`src/rtl/tea_search_pkg.sv`:
```
// -----------------------------------------------------------------------------
// tea_search_pkg
// Shared definitions for the TEA key-search sequencer and the TEA pipeline:
//   - state_t        : sequencer states
//   - PIPE_DEPTH_DEF : default number of registered TEA round stages
//   - PDF_MATCH_VAL / PDF_MATCH_MASK : PDF header pattern and compare mask
//   - TEA_DELTA / tea_sum() : per-stage decryption sum constants
//   - KEY_PFX_LC / KEY_PFX_UC : lowercase / uppercase key prefixes
// -----------------------------------------------------------------------------
package tea_search_pkg;

    typedef enum logic [1:0] {
        IDLE  = 2'd0,
        RUN   = 2'd1,
        DRAIN = 2'd2
    } state_t;

    localparam int          PIPE_DEPTH_DEF = 32;
    localparam int          IDX_W_DEF      = 30;

    // "%PDF-1." followed by a don't-care byte
    localparam logic [63:0] PDF_MATCH_VAL  = 64'h255044462D312E00;
    localparam logic [63:0] PDF_MATCH_MASK = 64'hFFFFFFFFFFFFFF00;

    localparam logic [79:0] KEY_PFX_LC     = 80'h48756c6b206973207468;
    localparam logic [79:0] KEY_PFX_UC     = 80'h48554c4b204953205448;

    localparam logic [31:0] TEA_DELTA      = 32'h9E3779B9;

    // Decryption runs the rounds backwards: stage 0 uses sum = 32*delta,
    // stage 31 uses sum = 1*delta (arithmetic is modulo 2^32).
    function automatic logic [31:0] tea_sum(input int stage);
        logic [31:0] rounds;
        rounds = 32'(32 - stage);
        return 32'(TEA_DELTA * rounds);
    endfunction

endpackage

```
`src/rtl/tea_cand_counter.sv`:
```
// -----------------------------------------------------------------------------
// tea_cand_counter
// Candidate index/mode counter. idx counts 0..2^IDX_W-1 with mode=0, then wraps
// and counts again with mode=1. last_o flags the final candidate.
// Ports:
//   clk, rst       : clock, synchronous active-high reset
//   ena_i          : global advance enable (all updates gated)
//   clr_i          : restart at idx=0, mode=0
//   inc_i          : advance to the next candidate
//   idx_o, mode_o  : current candidate
//   last_o         : current candidate is idx=all-ones, mode=1
// -----------------------------------------------------------------------------
import tea_search_pkg::*;

module tea_cand_counter #(
    parameter int IDX_W = IDX_W_DEF
) (
    input  logic             clk,
    input  logic             rst,
    input  logic             ena_i,
    input  logic             clr_i,
    input  logic             inc_i,
    output logic [IDX_W-1:0] idx_o,
    output logic             mode_o,
    output logic             last_o
);

    logic [IDX_W-1:0] idx_q, idx_d;
    logic             mode_q, mode_d;

    assign last_o = (&idx_q) & mode_q;

    always_comb begin
        idx_d  = idx_q;
        mode_d = mode_q;
        if (clr_i) begin
            idx_d  = '0;
            mode_d = 1'b0;
        end else if (inc_i && !last_o) begin
            if (&idx_q) begin
                idx_d  = '0;
                mode_d = 1'b1;
            end else begin
                idx_d = idx_q + IDX_W'(1);
            end
        end
    end

    always_ff @(posedge clk) begin
        if (rst) begin
            idx_q  <= '0;
            mode_q <= 1'b0;
        end else if (ena_i) begin
            idx_q  <= idx_d;
            mode_q <= mode_d;
        end
    end

    assign idx_o  = idx_q;
    assign mode_o = mode_q;

endmodule

```
`src/rtl/tea_search_ctrl.sv`:
```
// -----------------------------------------------------------------------------
// tea_search_ctrl
// Sequencer for the pipelined TEA decryptor used by the key-search instruction.
// Latches the ciphertext on start, issues every {mode, idx} candidate, tracks
// in-flight candidates with a valid shift register and compares each decrypted
// block against the PDF header. Reports {found, tag} or exhaustion via
// result/rdy.
//
// Optional: define TEA_SEARCH_PERF_EN to add perf_cycles, a saturating count
// of ena cycles spent in RUN or DRAIN (cleared on accepted start).
//
// Ports:
//   clk, rst          : clock, synchronous active-high reset
//   ena               : global advance enable
//   start, dataA/B    : request and ciphertext words (accepted in IDLE only)
//   cipher            : latched ciphertext to pipeline stage 0
//   cand_idx/mode/valid : candidate issued to the key decoders
//   pipe_adv          : pipeline stage enable
//   pipe_plain/tag    : pipeline output block and its {mode, idx} tag
//   result, rdy       : {found, 0.., tag} and one-cycle completion pulse
//   busy              : search in progress (RUN or DRAIN)
//   perf_cycles       : (TEA_SEARCH_PERF_EN only) active cycle count
//
// State     | meaning
// IDLE      | waiting for start; result holds last outcome
// RUN       | issuing one candidate per ena cycle
// DRAIN     | all candidates issued, waiting for the pipeline to empty
// -----------------------------------------------------------------------------
import tea_search_pkg::*;

module tea_search_ctrl #(
    parameter int          PIPE_DEPTH = PIPE_DEPTH_DEF,
    parameter int          IDX_W      = IDX_W_DEF,
    parameter logic [63:0] MATCH_VAL  = PDF_MATCH_VAL,
    parameter logic [63:0] MATCH_MASK = PDF_MATCH_MASK
) (
    input  logic             clk,
    input  logic             rst,
    input  logic             ena,
    input  logic             start,
    input  logic [31:0]      dataA,
    input  logic [31:0]      dataB,
    output logic [63:0]      cipher,
    output logic [IDX_W-1:0] cand_idx,
    output logic             cand_mode,
    output logic             cand_valid,
    output logic             pipe_adv,
    input  logic [63:0]      pipe_plain,
    input  logic [IDX_W:0]   pipe_tag,
    output logic [31:0]      result,
    output logic             rdy,
    output logic             busy
`ifdef TEA_SEARCH_PERF_EN
    ,
    output logic [31:0]      perf_cycles
`endif
);

    state_t                state_q, state_d;
    logic [PIPE_DEPTH-1:0] vld_q, vld_d;
    logic [63:0]           cipher_q, cipher_d;
    logic [31:0]           result_q, result_d;
    logic                  rdy_q, rdy_d;

    logic                  accept;
    logic                  cnt_inc;
    logic                  cnt_last;
    logic                  out_valid;
    logic                  match;
    logic [31:0]           found_word;

    tea_cand_counter #(.IDX_W(IDX_W)) u_cnt (
        .clk    (clk),
        .rst    (rst),
        .ena_i  (ena),
        .clr_i  (accept),
        .inc_i  (cnt_inc),
        .idx_o  (cand_idx),
        .mode_o (cand_mode),
        .last_o (cnt_last)
    );

    assign cand_valid = (state_q == RUN);
    assign busy       = (state_q == RUN) || (state_q == DRAIN);
    assign out_valid  = vld_q[PIPE_DEPTH-1];
    assign match      = out_valid && (((pipe_plain ^ MATCH_VAL) & MATCH_MASK) == 64'd0);

    // found flag sits in bit 31, tag in the low bits, zeros in between
    always_comb begin
        found_word            = '0;
        found_word[IDX_W:0]   = pipe_tag;
        found_word[31]        = 1'b1;
    end

    always_comb begin
        state_d  = state_q;
        vld_d    = {vld_q[PIPE_DEPTH-2:0], cand_valid};
        cipher_d = cipher_q;
        result_d = result_q;
        rdy_d    = 1'b0;
        accept   = 1'b0;
        cnt_inc  = 1'b0;
        case (state_q)
            IDLE: begin
                if (start) begin
                    accept   = 1'b1;
                    cipher_d = {dataA, dataB};
                    result_d = '0;
                    state_d  = RUN;
                end
            end
            RUN: begin
                cnt_inc = 1'b1;
                if (match) begin
                    result_d = found_word;
                    rdy_d    = 1'b1;
                    vld_d    = '0;
                    state_d  = IDLE;
                end else if (cnt_last) begin
                    state_d = DRAIN;
                end
            end
            DRAIN: begin
                if (match) begin
                    result_d = found_word;
                    rdy_d    = 1'b1;
                    vld_d    = '0;
                    state_d  = IDLE;
                end else if (vld_d == '0) begin
                    // last in-flight candidate leaves the pipe this cycle
                    result_d = '0;
                    rdy_d    = 1'b1;
                    state_d  = IDLE;
                end
            end
            default: begin
                state_d = IDLE;
                vld_d   = '0;
            end
        endcase
    end

    always_ff @(posedge clk) begin
        if (rst) begin
            state_q  <= IDLE;
            vld_q    <= '0;
            cipher_q <= '0;
            result_q <= '0;
            rdy_q    <= 1'b0;
        end else if (ena) begin
            state_q  <= state_d;
            vld_q    <= vld_d;
            cipher_q <= cipher_d;
            result_q <= result_d;
            rdy_q    <= rdy_d;
        end
    end

    assign cipher   = cipher_q;
    assign result   = result_q;
    assign rdy      = rdy_q;
    assign pipe_adv = ena;

`ifdef TEA_SEARCH_PERF_EN
    logic [31:0] perf_q, perf_d;

    always_comb begin
        perf_d = perf_q;
        if (accept) begin
            perf_d = '0;
        end else if (busy && (perf_q != 32'hFFFF_FFFF)) begin
            perf_d = perf_q + 32'd1;
        end
    end

    always_ff @(posedge clk) begin
        if (rst) begin
            perf_q <= '0;
        end else if (ena) begin
            perf_q <= perf_d;
        end
    end

    assign perf_cycles = perf_q;
`endif

endmodule

```
`config.mk`:
```
export PLATFORM = sky130hd
export DESIGN_NAME = tea_search_ctrl
export DESIGN_NICKNAME = d
export VERILOG_FILES = /design/src/rtl/tea_search_pkg.sv /design/src/rtl/tea_cand_counter.sv /design/src/rtl/tea_search_ctrl.sv
export SDC_FILE = /design/constraint.sdc
export NUM_CORES = 1
export LEC_CHECK = 0
export ABC_CLOCK_PERIOD_IN_PS = 5400
export CORE_UTILIZATION = 45
export DETAILED_ROUTE_END_ITERATION = 7
export GPL_ROUTABILITY_DRIVEN = 1
export HOLD_SLACK_MARGIN = 0.03
export PLACE_DENSITY = 0.89
export SETUP_SLACK_MARGIN = 0.5
export SLEW_MARGIN = 20
export SYNTH_ARGS = -nofsm -noshare
export SYNTH_HDL_FRONTEND = slang
export SYNTH_SLANG_ARGS = --single-unit
```
`constraint.sdc`:
```
create_clock -name clk -period 5.4 [get_ports clk]
set_input_delay 0.54 -clock clk [delete_from_list [all_inputs] [get_ports clk]]
set_output_delay 0.54 -clock clk [all_outputs]
set_load 0.02 [all_outputs]
```
==> impl.org, run 1 <==
** Logic synthesis
- Synth async-reset ratio :: 0
- When the netlist entered floorplanning its net count stood at 941.
- Count of cell types in the netlist :: 53
- Most common flop cell mapped by yosys :: sky130_fd_sc_hd__dfxtp_1
- Instance count of the mapped netlist :: 773
- After synthesis the netlist holds a flip-flop and latch count of 162.
- Synthesis Warnings :: 0
- Post-synth design cell area :: 6590 µm²
- Averaged over all synthesized cells, the footprint is 8.52 µm².
- Number of enable-type register cells in the synthesized netlist :: 0
- Sequential area share after synthesis :: 0.492

** Run status
- The flow ran to the end, and the final reports show no timing, DRC or antenna violations.

** Min path
- The worst hold path belongs to the class in -> reg.

** Clocking
- After clock tree synthesis, the repair step resized 0 gates.
- # hold bufs at CTS :: 0
- CTS tree :: yes
- Counting along the longest clock path gives a buffer depth of 2.
- Clock-pin slew on the worst setup and hold paths :: 0.07 ns
- Clock H-tree levels :: 4
- Post-CTS repair timing setup buffer count :: 0
- The clock drives 162 sinks.
- Clock insertion delay at the later pin of the skew report :: 0.42 ns
- Clock tree root buffer cell :: sky130_fd_sc_hd__clkbuf_16
- TritonCTS created 17 clock buffers.

** Die
- The floorplan step set the die width to 123 µm.
- Vertical extent of the die :: 123 µm
- Initial cell density of the core :: 0.467
- # IOs :: 294
- Standard cell core area :: 14100 µm²
- Area of the die :: 15100 µm²
- Cell row count :: 43

** Power and ir drop
- P_sw :: 0.725 mW
- Combinational Power Share :: 0.133
- Internal power consumption :: 2.16 mW
- Of the total power, the share spent switching nets is 0.251.
- In this run the power density over the cells is 285 nW/µm².
- The design draws 2.89 mW.
- Worst VDD drop :: 0.000230 V
- The share of total power dissipated in sequential elements is 0.430.
- Clock power share :: 0.437
- The analysis attributes to cell leakage a power of 3.64 nW.

** Flow run
- Number of max-cap violations :: 0

** Timing
- Adding up every negative setup slack in the final design gives 0 ns.
- At the pin with the least slew margin, the transition time is 1.04 ns.
- Between clock sinks in the finished design, the worst skew comes to 0.0112 ns.
- For the finished layout, the period the worst path requires is 3.35 ns.
- The number of hold violations in the final report was 0.
- The worst pin sits at a relative slew slack of 0.305.
- In the finished design, the share of the clock period the worst path needs comes to 0.620.
- Derived from the worst setup path, the maximum achievable clock frequency is 0.299 GHz.
- Max-slew violations :: 0
- Setup violations remaining at the end of the flow were counted as 0.
- Setup repair after global routing left no endpoint under its margin.
- On the final layout, the worst hold slack is 0.350 ns.

** Placed design
- Quantity of I/O buffers inserted on ports :: 285
- Summed over all nets, the half-perimeter wirelength after detailed placement is 13300 µm.
- After detailed placement, the design holds a cell count of 1190.
- Final estimated routing congestion in global placement :: 0.798
- In this run the cell area measured after placement is 9500 µm².

** Setup path
- STA classifies the critical path endpoint as a flip-flop.
- The largest single stage delay on the critical path is 0.92 ns.
- Crit start category :: primary input
- Traced cell by cell, the critical path runs through clkdlybuf4s50_1 -> nor4b_1 -> nand4_1 -> nor4_2 -> a21o_1 -> nand3_1 -> mux2i_1.
- Critical Path Fanout Max :: 31
- Critical path data arrival time :: 3.69 ns
- Slowest CP cell :: sky130_fd_sc_hd__a21o_1
- In this design, the largest share of critical-path delay is due to simple AND/OR/NAND/NOR gates.
- Start-to-end type of the worst setup path :: in -> reg
- Counting both buffers and inverters, the worst setup path holds a total of 1.
- CP Data Required Time :: 5.74 ns

** GRT
- The first global-routing pass estimated 29800 µm of wire.
- Total track usage :: 0.253
- Entering global routing, the biggest net connects 99 pins.
- The number of antenna violations at the first check in global routing came to 0.
- Vias in the first global route :: 5908
- GR Overflow Total :: 0

** Finish
- In the layout the commonest cells are 284 x sky130_fd_sc_hd__clkdlybuf4s50_1, 182 x sky130_fd_sc_hd__nand2_1, 162 x sky130_fd_sc_hd__dfxtp_1, 71 x sky130_fd_sc_hd__a21oi_1, 62 x sky130_fd_sc_hd__nor2_1.
- The library cell used most frequently in the layout, excluding fill and tap cells, is sky130_fd_sc_hd__clkdlybuf4s50_1.
- The area growth from synthesis to layout is 53.8%.
- 0 antenna diodes ended up in the layout.
- Number of cells in the finished layout apart from fillers :: 1222
- With fillers left out, the area of the finished cells amounts to 10100 µm².
- In the final layout, the share of cells above drive strength 1 is 0.0537.
- After the last flow step, the layout net total stands at 1197.

** Detailed routing
- DRT antenna net count :: 0
- For this block, the routed nets add up to 19300 µm of wire.
- WL per Instance :: 15.8 µm
- Dividing the detail-routed via count by the number of cells gives 5.31.
- Final routed DRC violation total :: 0
- Detailed routing inserted a total of 6487 vias.
- Number of iterations in the first detailed-routing pass :: 5
- The detailed router finished its first iteration with 413 violations.
[routing by layer]
layer  global-route usage  up-vias  share of wire
met2                0.414      214           0.49
met1                0.303     3026           0.40
met4               0.0956        0          0.021
met3               0.0904       32          0.081
li1                     -     3215              -
met5                    0        -              0
[logic make-up after synthesis]
family / count (synthesis) / share of synthesized area
simple gates: 361 / 0.251
flops: 162 / 0.492
compound gates: 128 / 0.128
buf+inv: 61 / 0.0378
mux: 33 / 0.0503
xor+xnor: 23 / 0.0306
fa+ha+maj: 5 / 0.00950
[worst register-to-register path: cells and delay by family (launching register included)]
family / cells / cell delay, ns
AO/OA/AOI/OAI: 2 / 1.11
adder cells (fa/ha/maj): 1 / 0.29
AND/OR/NAND/NOR: 3 / 0.59
XOR/XNOR: 1 / 0.19
flip-flops: 1 / 0.34
buffers and inverters: 2 / 0.63
[stage by stage]
step,setup WS [ns],utilization
2_1_floorplan,2.95,-
3_3_place_gp,1.71,0.674
3_5_place_dp,1.71,0.674
4_1_cts,2.09,0.718
5_1_grt,1.70,0.719
6_report,2.05,0.719
[cell type report]
type                    instances  area, µm²
clock buffers                  17        425
clock inverters                15        193
fillers                      1035       3970
inverters                       6       22.5
multi-input cells             550       3120
flip-flops and latches        162       3240
well taps                     180        225
repair buffers                292       2900
[registers in the layout, indices dropped and copies added, names as in the netlist]
register and flops:
cipher 64, result 32, u_cnt.idx_o 30, rdy 1, state_q 2, vld_q 32
u_cnt.mode_o 1
[final timing paths]
check / depth (start not counted) / slack, ns / start / to
hold reg to reg: 2 / 0.45 / cipher[17] / cipher[17]
setup / recovery: 7 / 2.05 / pipe_plain[49] / result[28]
setup reg to reg: 9 / 2.19 / state_q[0] / u_cnt.idx_o[10]
hold / removal: 2 / 0.35 / rst / u_cnt.idx_o[15]
[power by group through the flow]
| stage | logic, mW | registers [mW] | clock network (mW) |
|---|---|---|---|
| 6_report | 0.385 | 1.24 | 1.26 |
| 5_1_grt | 0.414 | 1.24 | 1.34 |
| 4_1_cts | 0.385 | 1.24 | 1.28 |
| 3_5_place_dp | 0.382 | 1.27 | 0 |
| 3_3_place_gp | 0.378 | 1.27 | 0 |
| 2_1_floorplan | 0.146 | 1.30 | 0 |
[synthesized netlist by cell type, types with 5 or more instances]
cell type	instances	share of area
sky130_fd_sc_hd__xnor2_1	12	0.016
sky130_fd_sc_hd__a32oi_1	31	0.041
sky130_fd_sc_hd__nor3_1	5	0.0038
sky130_fd_sc_hd__nor4b_1	8	0.011
sky130_fd_sc_hd__nor2_1	63	0.036
sky130_fd_sc_hd__clkbuf_1	48	0.027
sky130_fd_sc_hd__nand4_1	9	0.0085
sky130_fd_sc_hd__o21ai_0	6	0.0046
sky130_fd_sc_hd__dfxtp_1	162	0.49
sky130_fd_sc_hd__nand3_1	47	0.036
sky130_fd_sc_hd__xor2_1	11	0.015
sky130_fd_sc_hd__nor4bb_1	6	0.0091
sky130_fd_sc_hd__mux2i_1	32	0.049
sky130_fd_sc_hd__nand2_1	182	0.10
sky130_fd_sc_hd__a21oi_1	71	0.054
sky130_fd_sc_hd__ha_1	5	0.0095
sky130_fd_sc_hd__nor4_1	15	0.014
sky130_fd_sc_hd__nor2b_1	5	0.0047
Note: power is estimated with default switching activity, not from simulation.
==> run 2, diff against run 1 <==
--- a/config.mk
+++ b/config.mk
@@ -5,12 +5,12 @@
 export SDC_FILE = /design/constraint.sdc
 export NUM_CORES = 1
 export LEC_CHECK = 0
-export ABC_CLOCK_PERIOD_IN_PS = 5400
-export CORE_UTILIZATION = 45
+export ABC_CLOCK_PERIOD_IN_PS = 3320
+export CORE_UTILIZATION = 42
 export DETAILED_ROUTE_END_ITERATION = 7
 export GPL_ROUTABILITY_DRIVEN = 1
 export HOLD_SLACK_MARGIN = 0.03
-export PLACE_DENSITY = 0.89
+export PLACE_DENSITY = 0.85
 export SETUP_SLACK_MARGIN = 0.5
 export SLEW_MARGIN = 20
 export SYNTH_ARGS = -nofsm -noshare
==> constraint.sdc (replaced) <==
create_clock -name clk -period 3.32 [get_ports clk]
set_input_delay 0.332 -clock clk [delete_from_list [all_inputs] [get_ports clk]]
set_output_delay 0.332 -clock clk [all_outputs]
set_load 0.02 [all_outputs]
==> impl.org, run 2 (synthesis gave the netlist of run 1 again) <==
** Power and ir drop
- The power density normalized to cell area was 450 nW/µm² (+58%).
- Worst VDD drop :: 0.000415 V (+81%)
- Cell leakage power :: 3.66 nW (+0.58%)

** Clocking
- TritonCTS built the clock tree.
- Inserted Clock Buffers :: 17 (unchanged)
- The number of setup buffers added after CTS is 0 (unchanged).
- Clock tree root buffer cell :: sky130_fd_sc_hd__clkbuf_16
- Buffer levels on the longest clock path :: 2 (unchanged)
- # hold bufs at CTS :: 0 (unchanged)
- Sinks on Clock Net :: 162 (unchanged)
- Clock-pin slew on the worst setup and hold paths :: 0.07 ns (about the same)
- Clock insertion delay at the later pin of the skew report :: 0.44 ns (+0.02 ns)
- The H-tree depth reported by CTS came to 4 (unchanged).
- Post-cts gate resize count :: 0 (unchanged)

** Finish
- Inserted Diodes :: 0 (unchanged)
- The share of cells above drive strength 1 came to 0.0592 (+0.00542).
- Most common cell after layout, fill and taps aside :: sky130_fd_sc_hd__clkdlybuf4s50_1
- Post-layout utilization of the core :: 0.668 (-0.0508)
- The number of standard cells in the layout, taps in and fillers out came to 1259 (+3.0%).
- Compared with the post-synthesis result, the final layout area differs by 54.7%.
- Largest register FFs :: 64 (unchanged)
- Nets :: 1203 (+0.50%)
- Layout fillers :: 1237 (+20%)
- Most used cells in the layout excluding fill and tap cells :: 284 x sky130_fd_sc_hd__clkdlybuf4s50_1, 182 x sky130_fd_sc_hd__nand2_1, 162 x sky130_fd_sc_hd__dfxtp_1, 71 x sky130_fd_sc_hd__a21oi_1, 62 x sky130_fd_sc_hd__nor2_1

** Setup path
- Start-to-end type of the worst setup path :: reg -> reg
- STA classifies the critical path startpoint as a flip-flop.
- Critical path data arrival time :: 2.94 ns (-0.75 ns)
- Critical Path End Type :: flip-flop
- Critical Path Fanout Max :: 8 (-74%)
- CP Data Required Time :: 3.66 ns (-2.08 ns)

** Timing
- Slew at the pin closest to its max-slew limit :: 0.910 ns (-0.133 ns)
- Max-slew violations :: 0 (unchanged)
- The setup TNS after final layout came to 0 ns (unchanged).
- Worst hold slack :: 0.322 ns (-0.0280 ns)
- Final Worst Setup Slack :: 0.714 ns (-1.34 ns)
- Dividing the final minimum period by the clock period gives 0.785.
- Timing would allow up to 0.384 GHz.
- The relative max-transition margin was 0.389 (+0.0843).
- The number of endpoints failing setup at the final stage was 0 (unchanged).
- Period minus WS final :: 2.61 ns
- The worst clock skew is 0.0101 ns (-0.00104 ns).
- Setup repair after global routing left no endpoint under its margin.
- The number of hold violations in the final report was 0 (unchanged).

** Placed design
- Pre-CTS setup slack :: 0.430 ns (-1.28 ns)
- Cell total after placement :: 1227 (+3.1%)
- The global placement routability congestion was 0.752 (-5.8%).
- The total of buffers placed on input and output ports came to 285 (unchanged).
- The HPWL after detailed placement is 13300 µm (+0.19%).

** Die
- The starting utilization of the core area was 0.432 (-0.0356).
- The floorplan row count came to 45 (+4.7%).
- The top-level I/O count was 294 (unchanged).
- Standard cell core area :: 15300 µm² (+8.2%)
- Area of the die :: 16200 µm² (+7.0%)
- The width of the die is 127 µm (+3.5%).
- Vertical extent of the die :: 127 µm (+3.5%)

** GRT
- The global routing usage on met1 is 0.270 (-0.0336).
- Global-route met2 utilization :: 0.389 (-0.0245)
- Vias in the first global route :: 6050 (+2.4%)
- The total overflow reported by the global router is 0 (unchanged).
- The overall global routing resource usage was 0.231 (-0.0213).
- Met3 GRT Util :: 0.0771 (-0.0134)
- Initial antenna violation count :: 0 (unchanged)
- The first-pass GRT wire length was 29600 µm (-0.49%).
- The maximum number of pins on one net before global-route repair came to 66 (-33%).
- The global routing stage identified its most utilized layer as met2.

** Flow run
- Number of max-cap violations :: 0 (unchanged)

** Detailed routing
- Detailed Route WL :: 19000 µm (-1.6%)
- The detailed-routing iteration count for the pre-antenna-repair pass was 4 (-1).
- WL per Instance :: 15.1 µm (-4.5%)
- The number of antenna-violating nets in the routed design is 0 (unchanged).
- The remaining design rule violation count was 0 (unchanged).
- Vias/cell :: 5.11 (-3.8%)
- Total number of vias :: 6431 (-0.86%)
- Initial drt markers :: 365 (-12%)

** Run status
- The flow ran to the end, and the final reports show no timing, DRC or antenna violations.

** Min path
- The min-delay analysis places its worst path in the category in -> reg.
==> run 2: cell types whose count changed in the layout (fill, tap and decap cells not counted), sizes merged <==
cell      previous run  this run
buf                  8        14
bufinv               3         0
inv                 12        15
clkinv               5         6
clkinvlp             1         0
==> run 2: final timing paths <==
path | from | end | slack (ns) | cells past startpoint
max | state_q[0] | u_cnt.idx_o[23] | 0.71 | 9
min reg2reg | cipher[17] | cipher[17] | 0.45 | 2
max reg2reg | state_q[0] | u_cnt.idx_o[23] | 0.71 | 9
min | rst | vld_q[2] | 0.32 | 2
==> run 2: worst max-delay path, cell delays in order (launching register included) <==
cell	delay (ns)
sky130_fd_sc_hd__dfxtp_1	0.35
sky130_fd_sc_hd__inv_1	0.09
sky130_fd_sc_hd__ha_1	0.30
sky130_fd_sc_hd__and3_2	0.25
sky130_fd_sc_hd__nor4_1	0.06
sky130_fd_sc_hd__buf_4	0.16
sky130_fd_sc_hd__a2111oi_4	0.59
sky130_fd_sc_hd__nand4_1	0.22
sky130_fd_sc_hd__nor2_1	0.16
sky130_fd_sc_hd__mux2_2	0.34
==> run 2: cell type report <==
| class | count | area, µm² | share of cell area |
|---|---|---|---|
| Inverter | 6 | 22.5 | 0.00221 |
| Multi-Input combinational cell | 550 | 3120 | 0.306 |
| Clock inverter | 15 | 156 | 0.0154 |
| Timing Repair Buffer | 298 | 2960 | 0.291 |
| Clock buffer | 17 | 425 | 0.0418 |
| Tap cell | 211 | 264 | 0.0259 |
| Sequential cell | 162 | 3240 | 0.318 |
==> run 2: metal layers <==
layer | vias up | wire length [µm]
li1 | 3228 | -
met3 | 29 | 1170
met1 | 2998 | 7860
met2 | 176 | 9520
met5 | - | 0
met4 | 0 | 423
==> run 2: metrics by stage <==
step / total power [mW] / area, µm²
after global routing: 4.76 / 10200
final: 4.58 / 10200
after detailed placement: 2.69 / 9600
after CTS: 4.62 / 10200
after floorplan: 2.35 / 6590
after global placement: 2.68 / 9600
==> run 2: power breakdown <==
part	switching (mW)	total, mW	internal (mW)
clock network	0.925	1.93	1.01
registers	0.0268	2.02	1.99
logic	0.310	0.632	0.323
total	1.26	4.58	3.32
